### src/rtl/frame_edge_bit_pkg.sv
// Shared types and constants for the frame edge/bit timer.
package frame_edge_bit_pkg;

   typedef enum logic {
      IDLE = 1'b0,
      RUN  = 1'b1
   } state_t;

   localparam int PRESCALE_MIN        = 3;
   localparam int DEFAULT_PRESCALE_W  = 6;
   localparam int DEFAULT_BIT_CNT_W   = 4;

endpackage

### src/rtl/prescale_edge_counter.sv
// Modulo-N edge counter: load latches N and zeroes the count, wrap flags the last edge of a bit.
module prescale_edge_counter #(
   parameter int W = 6
) (
   input  logic         clk,
   input  logic         reset,
   input  logic         clear,
   input  logic         load,
   input  logic         en,
   input  logic [W-1:0] load_value,
   output logic [W-1:0] count,
   output logic [W-1:0] modulus,
   output logic         wrap
);

   logic [W-1:0] count_reg;
   logic [W-1:0] modulus_reg;
   logic [W-1:0] last_edge;

   // modulus_reg is never below 3 once loaded, so the subtraction cannot underflow while counting
   assign last_edge = modulus_reg - W'(1);
   assign wrap      = en && (count_reg == last_edge);

   always_ff @(posedge clk) begin
      if (reset) begin
         count_reg   <= '0;
         modulus_reg <= '0;
      end else if (clear) begin
         count_reg   <= '0;
      end else if (load) begin
         count_reg   <= '0;
         modulus_reg <= load_value;
      end else if (wrap) begin
         count_reg   <= '0;
      end else if (en) begin
         count_reg   <= count_reg + W'(1);
      end
   end

   assign count   = count_reg;
   assign modulus = modulus_reg;

endmodule

### src/rtl/frame_edge_bit_timer.sv
// Frame bit timer: counts prescaled edges per bit and bits per frame, with abort/restart.
// Optional majority-sample strobes are enabled by FRAME_EDGE_BIT_TIMER_SAMPLE_STROBE_EN.
module frame_edge_bit_timer
   import frame_edge_bit_pkg::*;
#(
   parameter int PRESCALE_W = DEFAULT_PRESCALE_W,
   parameter int BIT_CNT_W  = DEFAULT_BIT_CNT_W
) (
   input  logic                  clk,
   input  logic                  reset,
   input  logic [PRESCALE_W-1:0] prescale_in,
   input  logic [BIT_CNT_W-1:0]  frame_bits_in,
   input  logic                  start_in,
   input  logic                  en_in,
   input  logic                  abort_in,
   output logic [PRESCALE_W-1:0] edge_cnt_out,
   output logic [BIT_CNT_W-1:0]  bit_cnt_out,
   output logic                  busy_out,
   output logic                  bit_tick_out,
   output logic                  frame_done_out,
   output logic                  cfg_err_out,
   output logic                  sample_strobe_out,
   output logic [1:0]            sample_idx_out
);

   state_t                state_reg, state_next;
   logic [BIT_CNT_W-1:0]  bit_cnt_reg, bit_cnt_next;
   logic [BIT_CNT_W-1:0]  frame_bits_reg, frame_bits_next;
   logic                  bit_tick_reg, bit_tick_next;
   logic                  frame_done_reg, frame_done_next;
   logic                  cfg_err_reg, cfg_err_next;

   logic                  cfg_ok;
   logic                  edge_en;
   logic                  edge_wrap;
   logic [PRESCALE_W-1:0] edge_cnt;
   logic [PRESCALE_W-1:0] prescale_q;

   assign cfg_ok  = (prescale_in >= PRESCALE_W'(PRESCALE_MIN)) && (frame_bits_in != '0);
   // Any start (even a rejected one) or abort pre-empts counting for that cycle
   assign edge_en = (state_reg == RUN) && en_in && !abort_in && !start_in;

   prescale_edge_counter #(
      .W(PRESCALE_W)
   ) u_edge_counter (
      .clk        (clk),
      .reset      (reset),
      .clear      (abort_in),
      .load       (!abort_in && start_in && cfg_ok),
      .en         (edge_en),
      .load_value (prescale_in),
      .count      (edge_cnt),
      .modulus    (prescale_q),
      .wrap       (edge_wrap)
   );

   always_ff @(posedge clk) begin
      if (reset) begin
         state_reg      <= IDLE;
         bit_cnt_reg    <= '0;
         frame_bits_reg <= '0;
         bit_tick_reg   <= 1'b0;
         frame_done_reg <= 1'b0;
         cfg_err_reg    <= 1'b0;
      end else begin
         state_reg      <= state_next;
         bit_cnt_reg    <= bit_cnt_next;
         frame_bits_reg <= frame_bits_next;
         bit_tick_reg   <= bit_tick_next;
         frame_done_reg <= frame_done_next;
         cfg_err_reg    <= cfg_err_next;
      end
   end

   always_comb begin
      state_next      = state_reg;
      bit_cnt_next    = bit_cnt_reg;
      frame_bits_next = frame_bits_reg;
      bit_tick_next   = 1'b0;
      frame_done_next = 1'b0;
      cfg_err_next    = 1'b0;
      if (abort_in) begin
         state_next   = IDLE;
         bit_cnt_next = '0;
      end else if (start_in) begin
         if (cfg_ok) begin
            state_next      = RUN;
            bit_cnt_next    = '0;
            frame_bits_next = frame_bits_in;
         end else begin
            cfg_err_next = 1'b1;
         end
      end else if (edge_wrap) begin
         bit_tick_next = 1'b1;
         if (bit_cnt_reg == frame_bits_reg - BIT_CNT_W'(1)) begin
            bit_cnt_next    = '0;
            state_next      = IDLE;
            frame_done_next = 1'b1;
         end else begin
            bit_cnt_next = bit_cnt_reg + BIT_CNT_W'(1);
         end
      end
   end

   assign edge_cnt_out   = edge_cnt;
   assign bit_cnt_out    = bit_cnt_reg;
   assign busy_out       = (state_reg == RUN);
   assign bit_tick_out   = bit_tick_reg;
   assign frame_done_out = frame_done_reg;
   assign cfg_err_out    = cfg_err_reg;

`ifdef FRAME_EDGE_BIT_TIMER_SAMPLE_STROBE_EN
   logic [PRESCALE_W-1:0] mid;
   assign mid = prescale_q >> 1;

   // Three strobes centred on the middle of the bit for 2-of-3 voting downstream
   always_comb begin
      sample_strobe_out = 1'b0;
      sample_idx_out    = 2'd0;
      if (busy_out) begin
         if (edge_cnt == mid - PRESCALE_W'(1)) begin
            sample_strobe_out = 1'b1;
            sample_idx_out    = 2'd0;
         end else if (edge_cnt == mid) begin
            sample_strobe_out = 1'b1;
            sample_idx_out    = 2'd1;
         end else if (edge_cnt == mid + PRESCALE_W'(1)) begin
            sample_strobe_out = 1'b1;
            sample_idx_out    = 2'd2;
         end
      end
   end
`else
   logic prescale_q_unused;
   assign prescale_q_unused = ^prescale_q;
   assign sample_strobe_out = 1'b0;
   assign sample_idx_out    = 2'd0;
`endif

endmodule

### config.mk
export PLATFORM = sky130hd
export DESIGN_NAME = frame_edge_bit_timer
export DESIGN_NICKNAME = d
export VERILOG_FILES = /design/src/rtl/frame_edge_bit_pkg.sv /design/src/rtl/prescale_edge_counter.sv /design/src/rtl/frame_edge_bit_timer.sv
export SDC_FILE = /design/constraint.sdc
export NUM_CORES = 1
export LEC_CHECK = 0
export BUFFER_PORTS_ARGS = -buffer_cell sky130_fd_sc_hd__buf_2
export CAP_MARGIN = 25
export CORE_MARGIN = 2
export CORE_UTILIZATION = 51
export CTS_CLUSTER_SIZE = 10
export DETAILED_ROUTE_END_ITERATION = 6
export PLACE_DENSITY = 0.77
export SYNTH_ARGS = -nofsm -noshare
export SYNTH_HDL_FRONTEND = slang
export SYNTH_SLANG_ARGS = --single-unit
### constraint.sdc
create_clock -name clk -period 3.7 [get_ports clk]
set_clock_uncertainty 0.2 [all_clocks]
set_input_delay 0.555 -clock clk [delete_from_list [all_inputs] [get_ports clk]]
set_output_delay 0.555 -clock clk [all_outputs]
set_load 0.01 [all_outputs]
After elaboration in Yosys (flattened, before gate mapping)
Index checks and enable logic that the tools add are counted.

cells by class
  equal/unequal tests = 3
  add/sub/neg operators = 4
  reductions and logical operators = 21
  muxes and demuxes = 11
  order comparisons = 1
  bitwise operators = 3

operators by type and width
  cell                 count
  $mux 4               4
  $reduce_or 4->1      2
  $logic_and 1x1->1    7
  $mux 1               7
  $add 6x1->6 const B  1
  $eq 6x6->1           1
  $ge 6x2->1 const B   1
  $reduce_and 3->1     2
  $reduce_or 3->1      2
  $sub 6x1->6 const B  1
  $add 4x1->4 const B  1
  $eq 4x4->1           1
  $reduce_and 2->1     2
  $reduce_bool 2->1    2
  $reduce_bool 4->1    1
  $sub 4x1->4 const B  1
  $not 1->1            3
  $logic_not 1->1      2
  $ne 2x1->1 const B   1
  $reduce_or 2->1      1

storage, ports and cells
  logic and storage cells = 51
  bits in registers = 24
  input port bits = 15

Longest topological paths before layout
  depth after elaboration = 6
  mapped depth = 9
  depth with buffers taken out = 8

Modules after synthesis
Synthesis repeated with hierarchy kept, for this count alone.

second synthesis, totals
  cells, all modules = 138
  area, all modules = 1,332.5 µm²

by module, submodules not included
  module                 cells an instance  instances  area each (µm²)
  frame_edge_bit_timer   70                 1          676.9
  prescale_edge_counter  68                 1          655.6

Least setup slack after synthesis
OpenSTA, ideal clock, no wires.

  kind = input to register
  start point = input port start_in
  end point = register bit_cnt_reg[3], in the netlist bit_cnt_out[3]
  setup slack = 1.460 ns
  stages on the path = 8
  arrival = 1.926 ns
  cell sequence = buf_6 and4bb_1 buf_6 nand4_1 a2111o_1 buf_6 a32o_1 a21o_1

between the ends
  longest elaborated chain between the ends = 5
  elaborated cells on any way between the ends = 7
  classes of those cells = eq/ne (1); mux (1); reduce/logical (5)

RTL lines
  element                             RTL line                     text
  from (decl)                         frame_edge_bit_timer.sv:13   input logic start_in,
  $logic_not 1->1                     frame_edge_bit_timer.sv:41   assign edge_en = (state_reg == RUN) && en_in && !abort_in && !start_in;
  $logic_and 1x1->1                   frame_edge_bit_timer.sv:41
  $logic_and 1x1->1                   prescale_edge_counter.sv:22  assign wrap = en && (count_reg == last_edge);
  $reduce_bool 2->1 (no source line)  -
  $reduce_and 2->1 (no source line)   -
  to (signal assigned)                frame_edge_bit_timer.sv:67   bit_cnt_reg <= bit_cnt_next;
  to (decl)                           frame_edge_bit_timer.sv:27   logic [BIT_CNT_W-1:0] bit_cnt_reg, bit_cnt_next;

Parallel ways exist; a longest one is shown, timed or not.
A chain may end at the register's enable or synchronous reset.

Worst setup path after layout
  start point = register u_edge_counter.modulus_reg[0], in the netlist u_edge_counter.modulus[0]
  end point = register bit_cnt_reg[3], in the netlist bit_cnt_out[3]

between the ends
  longest elaborated chain between the ends = 5

RTL lines
  element                             RTL line                     text
  from (decl)                         prescale_edge_counter.sv:17  logic [W-1:0] modulus_reg;
  from (signal assigned)              prescale_edge_counter.sv:32  modulus_reg <= load_value;
  $sub 6x1->6                         prescale_edge_counter.sv:21  assign last_edge = modulus_reg - W'(1);
  $eq 6x6->1                          prescale_edge_counter.sv:22
  $logic_and 1x1->1                   prescale_edge_counter.sv:22
  $reduce_bool 2->1 (no source line)  -
  $reduce_and 2->1 (no source line)   -

No other way between the ends.

==> results.md <==
Status:
- The flow ran to the end, and the final reports show no timing, DRC or antenna violations.

STA:
- The total count of hold-check failures in the final report was 0.
- Across all setup checks in the final design, the least slack found is 1209 ps.
- The max-slew violation total from the final report is 0.
- The worst slew slack as a fraction of its limit is 57.02%.
- Setup repair after global routing left no endpoint under its margin.
- Setup violations remaining at the end of the flow were counted as 0.
- The fmax is roughly 400 MHz.
- The worst slack on hold paths is between 200 and 300 ps.
- The final critical path time including I/O delays and setup is 2491 ps.
- After layout, the worst path uses between 60% and 70% of the clock period.
- The final setup TNS is 0 ps.
- At the pin with the least slew margin, the transition time is approximately 640 ps.

Routing:
- The final wirelength is 2463 um.
- The detail route stage leaves a number of antenna-violating nets equal to 0.
- For this run, design rule violations remaining after detail routing come to 0.
- Dividing the detail-routed via count by the number of cells gives roughly 5.6.
- The pre-antenna-repair detailed-routing pass consisted of 4 iterations.
- Detailed routing inserted a total of 1061 vias.
- After detailed routing, the average wire length per cell comes to roughly 13 um.
- The number of DRC markers in iteration 0 is 23.

Placed design:
- The weighted congestion reported at the end of routability-driven placement is approximately 0.9.
- The setup slack at placement is between 1000 and 1500 ps.
- The count of input and output buffers is 28.
- Summed over all nets, the half-perimeter wirelength after detailed placement is between 1500 and 2000 um.

Synthesis:
- Each instance of the synthesized netlist takes up on average 9.115 um2.
- Counting flops with an async set or reset pin after synthesis yields a share of 0%.
- The cell taking the most area after synthesis is dfxtp_1.
- The commonest cells after synthesis are dfxtp_1 (24), nor2_1 (22), xor2_1 (13).
- Sequential elements use approximately two fifths of the synthesized area.
- The Yosys step of the flow raised 0 warnings.
- For this run, the leading register cell type out of synthesis is dfxtp_1.
- Synthesis instantiated 27 different standard cells from the library.
- The number of register bits inferred by synthesis is 24.
- In the synthesized netlist, the number of instances is around 140.
- The cell area that synthesis handed to floorplanning was 0.001249 mm2.
- The top cell type by area accounts for between 30% and 40% of the synthesized area.
- Counting flops with a built-in enable in the synthesized netlist gives 0.
- The most common cell in the synthesized netlist is dfxtp_1.
- After synthesis, the cell types taking the most area are dfxtp_1 (38%), mux2i_1 (9.6%), xor2_1 (9.1%), nor2_1 (6.6%), xnor2_1 (4.2%).

Min path:
- The worst hold path belongs to the class input port to flop.
- The worst hold path begins at start_in.

Power and ir drop:
- In this run the power spent charging and discharging nets is roughly 0.11 mW.
- In this run the power density over the cells is 320.4 mW/mm2.
- The worst vdd rail ir drop is around 0.21 mV.
- Overall power consumption after layout is estimated at ~0.44 mW.
- The clock network is responsible for between 20% and 30% of the overall power.
- The internal power summed over all cells is approximately 0.33 mW.
- Combinational cells account for between 10% and 20% of the total power.
- The switching power share of the total is about a quarter.
- The share of total power in sequential cells is 61.0%.
- The reported leakage power is ~0.63 nW.

Clock tree:
- The number of gates resized after cts is 0.
- Counting the buffers created by CTS gives 3.
- Clock tree synthesis selected as its root buffer the cell clkbuf_4.
- Clock-pin slew was measured on the worst setup and hold paths at 120 ps.
- The TritonCTS clock tree is built.
- The number of setup buffers added after CTS is 0.
- The clock reaches the later pin of the worst-skew pair after a little over 300 ps.
- The number of sinks driven by the clock tree is 24.
- The maximum root-to-sink buffer count is 2.
- The number of levels the H-tree was split into is 1.
- The number of hold-repair buffers added at the cts stage is 0.

Global route:
- The met3 layer usage reported by global route is under 10%.
- The global-route usage over all layers is between 20% and 30%.
- The number of global-route vias before repair is a little under 1000.
- The leftover overflow at the end of global routing is 0.
- The maximum number of pins on one net before global-route repair is 13.
- In this run the most used layer during global routing was met2.
- The met1 layer usage reported by global route is between 20 and 25%.
- The global-route track usage on met2 is between 30 and 40%.
- The global-route wire length before repair is 4215 um.
- The initial antenna violation count was 0.

Worst setup path:
- The critical-path cell with the highest stage delay is a2111o_1.
- On the critical path the largest part of the delay comes from compound AO/OA/AOI/OAI gates.
- Counting both buffers and inverters, the worst setup path holds a total of 1.
- Tracing the worst setup path back leads to its startpoint at u_edge_counter.modulus[0].
- The kind of start point of the critical path is a flop.
- In this run the critical register-to-register path is launched from u_edge_counter.modulus[0].
- The arrival time at the worst endpoint is between 2000 and 3000 ps.
- Walking the worst path, the cells encountered are inv_1, ha_1, xor2_1, nor2_1, a21oi_1, a2111o_1, a2111oi_0, a21o_1.
- The critical setup path kind is flop to flop.
- In this design, the stage delay of the slowest critical-path cell is 520 ps.
- The peak fanout along the critical path is 12.
- The critical path required time is 3770 ps.
- The kind of capture point of the worst setup path is a flop.

Cells and area:
- The multi-input gate area in the final layout is 689.4 um2.
- The area used by sequential logic in the layout is between 400 and 500 um2.
- The number of antenna diodes in the final layout is 0.
- The number of nets in the layout is between 150 and 200.
- The synthesis-to-layout area growth is 11.02%.
- The share of layout cells above drive strength 1 is between 20 and 25%.
- Counting the fill cells in the layout gives 210.

Floorplanning:
- The die area is 0.002860 mm2.
- The number of core rows is 17.
- The count of boundary I/O pins is 32.
- The horizontal extent of the die is roughly 53 um.
- The starting density of the core is 55.38%.
- The area inside the core boundary is ~0.0023 mm2.
- The floorplan step set the die height to ~53 um.

Job:
- The max-capacitance violation count is 0.
## power by group through the flow
| stage | logic [mW] | registers [mW] | clock network (mW) |
|---|---|---|---|
| finish | 0.0621 | 0.271 | 0.111 |
| global route | 0.0687 | 0.272 | 0.125 |
| CTS | 0.0617 | 0.271 | 0.117 |
| detailed placement | 0.0614 | 0.277 | 0 |
| global placement | 0.0588 | 0.276 | 0 |
| floorplan | 0.0474 | 0.275 | 0 |
## placed cells by master, fill, tap and decap left out
cell and instances:
buf_2 28, dfxtp_1 24, nor2_1 22, xor2_1 13
mux2i_1 12, nand2_1 8, nand4_1 7, xnor2_1 6
inv_1 5, a21oi_1 4, nor3_1 4, ha_1 4
nor4_1 3, nand3_1 3, conb_1 3, clkbuf_4 3
a2111o_1 2, o31ai_1 2, a32o_1 2, nor2_2 1
or2_2 1, a31oi_1 1, and4bb_1 1, a2111oi_0 1
a21o_1 1, and3_1 1
## cell type report
| class | instances | area share [%] |
|---|---|---|
| clock buffer | 3 | 1.625 |
| inverter | 5 | 1.354 |
| multi-input combinational | 102 | 49.73 |
| sequential | 24 | 34.66 |
| tap | 28 | 2.527 |
| timing repair buffer | 28 | 10.11 |
## worst paths after layout
| check | slack [ps] | depth (start not counted) | end |
|---|---|---|---|
| worst max-delay path | 1210 | 8 | bit_cnt_out[3] |
| worst min-delay path | 290 | 2 | bit_tick_out |
| worst max register to register | 1210 | 8 | bit_cnt_out[3] |
| worst min register to register | 310 | 2 | busy_out |
## layer usage
| metal | wire length, um | vias up |
|---|---|---|
| met5 | 0 | - |
| li1 | - | 526 |
| met4 | 52 | 0 |
| met2 | 1265 | 27 |
| met3 | 89 | 7 |
| met1 | 1056 | 501 |
## through the flow
| stage | cells | area [um2] | util (%) |
|---|---|---|---|
| 4_1_cts | 190 | 1386 | 61.49 |
| 2_1_floorplan | 139 | 1256 | - |
| 5_1_grt | 190 | 1386 | 61.49 |
| 6_report | 190 | 1386 | 61.49 |
| 3_3_place_gp | 187 | 1364 | 60.49 |
| 3_5_place_dp | 187 | 1364 | 60.49 |
## kinds of logic after synthesis
kind of cell	count (synthesis)	share of synthesized area (%)
xor gates and xnor gates	19	13.33
and+or+nand+nor	51	19.34
muxes	12	9.620
DFF	24	38.48
buffers and inverters	13	6.914
other	1	0.3003
adders and majority gates	4	4.008
AOI/OAI and AO/OA	13	8.016
Note: power is estimated with default switching activity, not from simulation.
